**src/rtl/bcd_bin_sequencer_if.sv**
```systemverilog
// Handshake bundle for the BCD-to-binary sequencer: input word channel, result channel, status.
interface bcd_bin_sequencer_if #(
  parameter int unsigned DIGITS = 3,
  parameter int unsigned OUT_W  = 10
);
  logic                  in_valid;
  logic                  in_ready;
  logic [4*DIGITS-1:0]   bcd_in;
  logic                  out_valid;
  logic                  out_ready;
  logic [OUT_W-1:0]      bin_out;
  logic                  err;
  logic                  busy;

  modport master (
    output in_valid, bcd_in, out_ready,
    input  in_ready, out_valid, bin_out, err, busy
  );

  modport slave (
    input  in_valid, bcd_in, out_ready,
    output in_ready, out_valid, bin_out, err, busy
  );
endinterface

```
**src/rtl/bcd_bin_sequencer.sv**
```systemverilog
// Serial packed-BCD to binary converter: one digit per clock, MS digit first,
// with valid/ready handshakes on both sides.
module bcd_bin_sequencer #(
  parameter int unsigned DIGITS = 3,
  parameter int unsigned OUT_W  = 10
) (
  input  logic               clk,
  input  logic               rst_n,
  bcd_bin_sequencer_if.slave bus
);
  localparam int unsigned IN_W  = 4 * DIGITS;
  localparam int unsigned CNT_W = (DIGITS > 1) ? $clog2(DIGITS) : 1;
  localparam int unsigned ACC_W = OUT_W + 4;

  typedef enum logic [1:0] {StIdle, StConv, StDone} state_e;

  state_e             r_state;
  logic               r_rst_done;
  logic [IN_W-1:0]    r_shift;
  logic [OUT_W-1:0]   r_acc;
  logic [CNT_W-1:0]   r_cnt;
  logic               r_err;

  logic [3:0]         w_digit;
  logic [ACC_W-1:0]   w_acc_ext;
  logic [OUT_W-1:0]   w_acc_next;
  logic               w_bad_digit;

  assign w_digit    = r_shift[IN_W-1 -: 4];
  assign w_acc_ext  = ACC_W'(r_acc);
  // acc*10 as two shifts; legal digits never exceed OUT_W so truncation is lossless
  assign w_acc_next = OUT_W'((w_acc_ext << 3) + (w_acc_ext << 1) + ACC_W'(w_digit));

  always_comb begin
    w_bad_digit = 1'b0;
    for (int unsigned i = 0; i < DIGITS; i++) begin
      if (bus.bcd_in[4*i +: 4] > 4'd9) w_bad_digit = 1'b1;
    end
  end

  always_ff @(posedge clk) begin
    if (!rst_n) begin
      r_state    <= StIdle;
      r_rst_done <= 1'b0;
      r_shift    <= '0;
      r_acc      <= '0;
      r_cnt      <= '0;
      r_err      <= 1'b0;
    end else begin
      // Holds in_ready low for the reset cycle itself; set on the first released edge
      r_rst_done <= 1'b1;
      unique case (r_state)
        StIdle: begin
          if (r_rst_done && bus.in_valid) begin
            r_shift <= bus.bcd_in;
            r_acc   <= '0;
            r_cnt   <= '0;
            r_err   <= w_bad_digit;
            r_state <= StConv;
          end
        end
        StConv: begin
          r_acc   <= w_acc_next;
          r_shift <= r_shift << 4;
          r_cnt   <= r_cnt + 1'b1;
          if (r_cnt == CNT_W'(DIGITS - 1)) r_state <= StDone;
        end
        StDone: begin
          if (bus.out_ready) r_state <= StIdle;
        end
        default: r_state <= StIdle;
      endcase
    end
  end

  assign bus.in_ready  = (r_state == StIdle) && r_rst_done;
  assign bus.out_valid = (r_state == StDone);
  assign bus.busy      = (r_state == StConv);
  assign bus.err       = (r_state == StDone) && r_err;
  assign bus.bin_out   = ((r_state == StDone) && !r_err) ? r_acc : '0;
endmodule
```
**src/flat_wrapper.sv**
```systemverilog
// flat-port wrapper written by rule: the top's interface ports become plain ports
module bcd_bin_sequencer_flat 
#(
  parameter int unsigned DIGITS = 3,
  parameter int unsigned OUT_W  = 10
)
  (clk, rst_n, bus_in_valid, bus_bcd_in, bus_out_ready, bus_in_ready, bus_out_valid, bus_bin_out, bus_err, bus_busy);
  bcd_bin_sequencer_if #(.DIGITS(DIGITS), .OUT_W(OUT_W)) bus_i ();
  input  logic clk;
  input  logic rst_n;
  input wire logic [$bits(bus_i.in_valid)-1:0] bus_in_valid;
  input wire logic [$bits(bus_i.bcd_in)-1:0] bus_bcd_in;
  input wire logic [$bits(bus_i.out_ready)-1:0] bus_out_ready;
  output wire logic [$bits(bus_i.in_ready)-1:0] bus_in_ready;
  output wire logic [$bits(bus_i.out_valid)-1:0] bus_out_valid;
  output wire logic [$bits(bus_i.bin_out)-1:0] bus_bin_out;
  output wire logic [$bits(bus_i.err)-1:0] bus_err;
  output wire logic [$bits(bus_i.busy)-1:0] bus_busy;
  assign bus_i.in_valid = bus_in_valid;
  assign bus_i.bcd_in = bus_bcd_in;
  assign bus_i.out_ready = bus_out_ready;
  assign bus_in_ready = bus_i.in_ready;
  assign bus_out_valid = bus_i.out_valid;
  assign bus_bin_out = bus_i.bin_out;
  assign bus_err = bus_i.err;
  assign bus_busy = bus_i.busy;
  bcd_bin_sequencer #(.DIGITS(DIGITS), .OUT_W(OUT_W)) u_core (.clk(clk), .rst_n(rst_n), .bus(bus_i));
endmodule
```
**config.mk**
```make
export PLATFORM = sky130hd
export DESIGN_NAME = bcd_bin_sequencer_flat
export DESIGN_NICKNAME = d
export VERILOG_FILES = /design/src/rtl/bcd_bin_sequencer_if.sv /design/src/rtl/bcd_bin_sequencer.sv /design/src/flat_wrapper.sv
export SDC_FILE = /design/constraint.sdc
export NUM_CORES = 1
export LEC_CHECK = 0
export BUFFER_PORTS_ARGS = -buffer_cell sky130_fd_sc_hd__buf_4
export CAP_MARGIN = 20
export CORE_AREA = 3 3 54 66
export DETAILED_ROUTE_END_ITERATION = 6
export DIE_AREA = 0 0 57 69
export PLACE_DENSITY_LB_ADDON = 0.1
export SYNTH_ARGS = -nofsm -noshare
export SYNTH_HDL_FRONTEND = slang
export SYNTH_SLANG_ARGS = --single-unit
export TNS_END_PERCENT = 30
```
**constraint.sdc**
```tcl
create_clock -name clk -period 3.09 [get_ports clk]
set_input_delay 0.618 -clock clk [delete_from_list [all_inputs] [get_ports clk]]
set_output_delay 0.618 -clock clk [all_outputs]
set_load 0.02 [all_outputs]
```
==> out/qor.log <==
INFO  outcome        status=finished, final reports clean
INFO  timing         setup_viol=0
INFO  logic_synthesis synthCells=194
INFO  logic_synthesis yosys_warnings=0
INFO  clocking       total_cts_buffers=3
INFO  grt            grt_start_max_net_pins=32
INFO  clocking       tritoncts=built
INFO  setup_path     critical_path_arrival=2.74ns
INFO  routing        drt_first_pass_iters=4
INFO  clocking       cts_setup_buffers=0
INFO  logic_synthesis yosysTopAreaCellShare=34.8%
INFO  floorplanning  die_w=57um
INFO  final_layout   n_antenna_cell=0
INFO  logic_synthesis postSynthNetCount=227
INFO  run            max-cap-violations=0
INFO  logic_synthesis unique_cell_type_count_in_the_yosys_netlist=36
INFO  timing         final_max_slew_viol_count=0
INFO  hold_path      holdPathEnd=u_core.r_acc[9]
INFO  setup_path     cp-startpoint=u_core.r_acc[0]
INFO  final_layout   n_fill_cell=284
INFO  power_and_ir_drop netSwitchingPower=0.182mW
INFO  timing         rsz_0062_raised_after_global_routing=no
INFO  logic_synthesis postSynth.topFlopCell=sky130_fd_sc_hd__dfxtp_1
INFO  floorplanning  placeableCoreArea=3030um2
INFO  logic_synthesis synth.avg_cell_area=8.31um2
INFO  setup_path     crit_path_cell_trace=inv_1 -> fa_1 -> inv_1 -> ha_1 -> a211oi_1 -> nor3_1 -> o21ai_0 -> a21oi_1 -> o31ai_1
INFO  clocking       cts.hold.buffers_added=0
INFO  grt            antenna_found_initial=0
INFO  setup_path     r2r_cells=9
INFO  setup_path     critical_path.most_common_cell=sky130_fd_sc_hd__inv_1
INFO  grt            total_congestion_overflow_after_global_routing=0
INFO  logic_synthesis register_area_share_after_synthesis=34.8%
INFO  logic_synthesis synth.most_common_cell=sky130_fd_sc_hd__nand2_1
INFO  clocking       clock_tree.root_cell=sky130_fd_sc_hd__clkbuf_4
INFO  timing         finalCritPeriodShare=80.2%
INFO  routing        vias_per_cell=5.52
INFO  setup_path     setup.reg_to_reg.worst_slack=0.61ns
INFO  power_and_ir_drop pwr-share-clk=32.7%
INFO  timing         hold_viol_final=0
INFO  timing         slew-limit-headroom=54.9%
INFO  hold_path      worstHoldPathCells=2
INFO  timing         maximum_operating_frequency=403MHz
INFO  final_layout   syn2layout_area_growth=16.1%
INFO  clocking       insertion_delay=0.33ns
INFO  placement      preCtsSetupSlack=0.698ns
INFO  logic_synthesis synth_enable_flop_cells=0
INFO  routing        antenna_violating_nets_post_route=0
INFO  setup_path     r2r_end=u_core.r_acc[9]
INFO  grt            first_global_vias=1351
INFO  routing        drt-total-wl=3.45mm
INFO  power_and_ir_drop p_int=0.554mW
INFO  power_and_ir_drop leakagePower=0.881nW
INFO  floorplanning  floorplan.initialDensity=53.3%
INFO  routing        post-route-drc-count=0
INFO  setup_path     critical_path.max_fanout=3
INFO  setup_path     critical_path_required=3.35ns
INFO  logic_synthesis synth_async_sr_flop_share=0%
INFO  logic_synthesis yosys-top-cells-area=sky130_fd_sc_hd__dfxtp_1 35%, sky130_fd_sc_hd__ha_1 12%, sky130_fd_sc_hd__nand2_1 8.1%
INFO  placement      place_hpwl=2.66mm
INFO  logic_synthesis synth.largest_area_cell=sky130_fd_sc_hd__dfxtp_1
INFO  timing         layout_setup_ws=0.610ns
INFO  grt            gr-usage-all-layers=18.4%
INFO  timing         period_minus_slack=2.48ns
INFO  power_and_ir_drop pwr-share-seq=53.1%
INFO  final_layout   final-instance-count-excl-fill=255
INFO  setup_path     worstSetupStartpointType=register
INFO  floorplanning  design.portCount=30
INFO  setup_path     critical_path.reg2reg.startpoint=u_core.r_acc[0]
INFO  setup_path     cpMaxStageDelayCell=sky130_fd_sc_hd__fa_1
INFO  setup_path     cp_top_family=compound AO/OA/AOI/OAI gates
INFO  logic_synthesis synth_seq_cells=28
INFO  timing         tightestPinTransition=0.674ns
INFO  hold_path      hold_path_startpoint=u_core.r_acc[9]
INFO  power_and_ir_drop peak_supply_drop=0.250mV
INFO  setup_path     cp.buffers_inverters=2
INFO  timing         post_route_clock_skew=0.00876ns
INFO  power_and_ir_drop power.switching_fraction=24.7%
INFO  clocking       cts.sink_count=28
INFO  logic_synthesis post_synthesis_instance_area=1610um2
INFO  routing        detail_route.wl_per_cell=13.5um
INFO  floorplanning  dieArea=3930um2
INFO  floorplanning  row_count=22
INFO  power_and_ir_drop power.total=0.736mW
INFO  timing         setup_tns_after_final_layout=0ns
INFO  final_layout   finish.net_count=253
INFO  power_and_ir_drop power_density_over_cell_area=393nW/um2
INFO  clocking       cts-htree-levels=1
INFO  placement      gp_congestion=0.806
INFO  routing        drt-initial-drc-count=19
INFO  final_layout   post_route_cells_drive_above_1_share=17.4%
INFO  placement      placed_cells_incl_taps=251
INFO  clocking       max-clock-path-buffers=2
INFO  placement      port_buffers=29
INFO  floorplanning  die_height=69um
INFO  clocking       cts.reportedPaths.clkPinSlew=0.16ns
INFO  logic_synthesis synth_commonest_cells=35 x sky130_fd_sc_hd__nand2_1, 28 x sky130_fd_sc_hd__dfxtp_1, 15 x sky130_fd_sc_hd__ha_1
INFO  hold_path      holdCritPathClass=register to register
INFO  routing        detailroute.via_count=1407
INFO  grt            grt_pass1_wl=5.93mm
INFO  clocking       post_cts_resize_count=0
INFO  setup_path     timing.setup.critical_path_class=register to register
INFO  setup_path     critical_path.endpoint_type=register
INFO  setup_path     max_stage_delay=0.53ns
INFO  power_and_ir_drop power_frac_comb=14.2%
==> power groups by stage <==
stage	Combinational, mW	Sequential (mW)	Clock [mW]
finish	0.104	0.391	0.241
global placement	0.102	0.398	0
global route	0.119	0.393	0.259
detailed placement	0.104	0.399	0
floorplan	0.0761	0.395	0
CTS	0.105	0.391	0.247
==> metrics by stage <==
step | cell area, um2 | utilization [%] | hold WS (ns)
after floorplan | 1610 | - | 0.417
after global placement | 1820 | 60.1 | 0.428
after detailed placement | 1820 | 60.1 | 0.441
after CTS | 1870 | 61.8 | 0.454
after global routing | 1870 | 61.8 | 0.455
final | 1870 | 61.8 | 0.464
==> routing by layer <==
metal | GRT usage [%] | share of wire, % | vias to the layer above | wire length (um)
met2 | 31.6 | 50 | 30 | 1730
li1 | - | - | 717 | -
met4 | 6.19 | 1.6 | 0 | 56
met3 | 1.69 | 4.0 | 4 | 137
met1 | 23.8 | 44 | 656 | 1520
met5 | 0 | 0 | - | 0
==> layout make-up <==
class	instances	area (um2)	share of cell area (%)
multi-input cells	148	955	51.0
well taps	36	45.0	2.41
flip-flops and latches	28	561	29.9
clock buffers	3	22.5	1.20
repair buffers	30	225	12.0
clock inverters	1	30.0	1.60
inverters	9	33.8	1.80
==> layout by cell type (no fill, tap or decap), types with 2 or more instances in the layout <==
master / n
sky130_fd_sc_hd__nor2_1: 10
sky130_fd_sc_hd__a21oi_1: 14
sky130_fd_sc_hd__o21ai_0: 13
sky130_fd_sc_hd__xnor2_1: 2
sky130_fd_sc_hd__nand3_1: 9
sky130_fd_sc_hd__dfxtp_1: 28
sky130_fd_sc_hd__a211oi_1: 2
sky130_fd_sc_hd__ha_1: 15
sky130_fd_sc_hd__inv_1: 8
sky130_fd_sc_hd__nor3_1: 3
sky130_fd_sc_hd__a21o_1: 3
sky130_fd_sc_hd__fa_1: 2
sky130_fd_sc_hd__a311oi_1: 6
sky130_fd_sc_hd__clkbuf_4: 3
sky130_fd_sc_hd__nand2_1: 35
sky130_fd_sc_hd__o21bai_1: 2
sky130_fd_sc_hd__and2_1: 12
sky130_fd_sc_hd__buf_4: 30
sky130_fd_sc_hd__and3_1: 2
sky130_fd_sc_hd__xor2_1: 5
==> tightest hold or removal path, delay by kind of cell, from the launching register on <==
family,cells,cell delay (ns)
simple gates,1,0.05
flops,1,0.34
compound gates,1,0.05
==> logic make-up (layout without fill, tap and decap cells) <==
family | after synthesis | count (layout) | synth area share (%)
flip-flops | 28 | 28 | 34.8
buffers and inverters | 18 | 43 | 6.05
AO/OA/AOI/OAI | 47 | 47 | 18.7
adder cells (fa/ha/maj) | 17 | 17 | 14.1
AND/OR/NAND/NOR | 77 | 77 | 22.6
XOR/XNOR | 7 | 7 | 3.80
==> how the worst max path moves through the flow <==
| stage | cells past startpoint | to | slack, ns |
|---|---|---|---|
| 3_3_place_gp | 9 | u_core.r_acc[8] | 0.78 |
| 3_5_place_dp | 9 | u_core.r_acc[9] | 0.70 |
| 6_report | 9 | u_core.r_acc[9] | 0.61 |
| 5_1_grt | 9 | u_core.r_acc[9] | 0.47 |
| 4_1_cts | 9 | u_core.r_acc[9] | 0.68 |
| 2_1_floorplan | 9 | u_core.r_acc[8] | 0.85 |
==> state kept, by name, summed over array words and instances, names as in the netlist <==
name / count
u_core.r_cnt: 2
u_core.r_state: 2
u_core.r_rst_done: 1
u_core.r_err: 1
u_core.r_acc: 10
u_core.r_shift: 12
No activity file was read; power rests on OpenSTA's default activity.
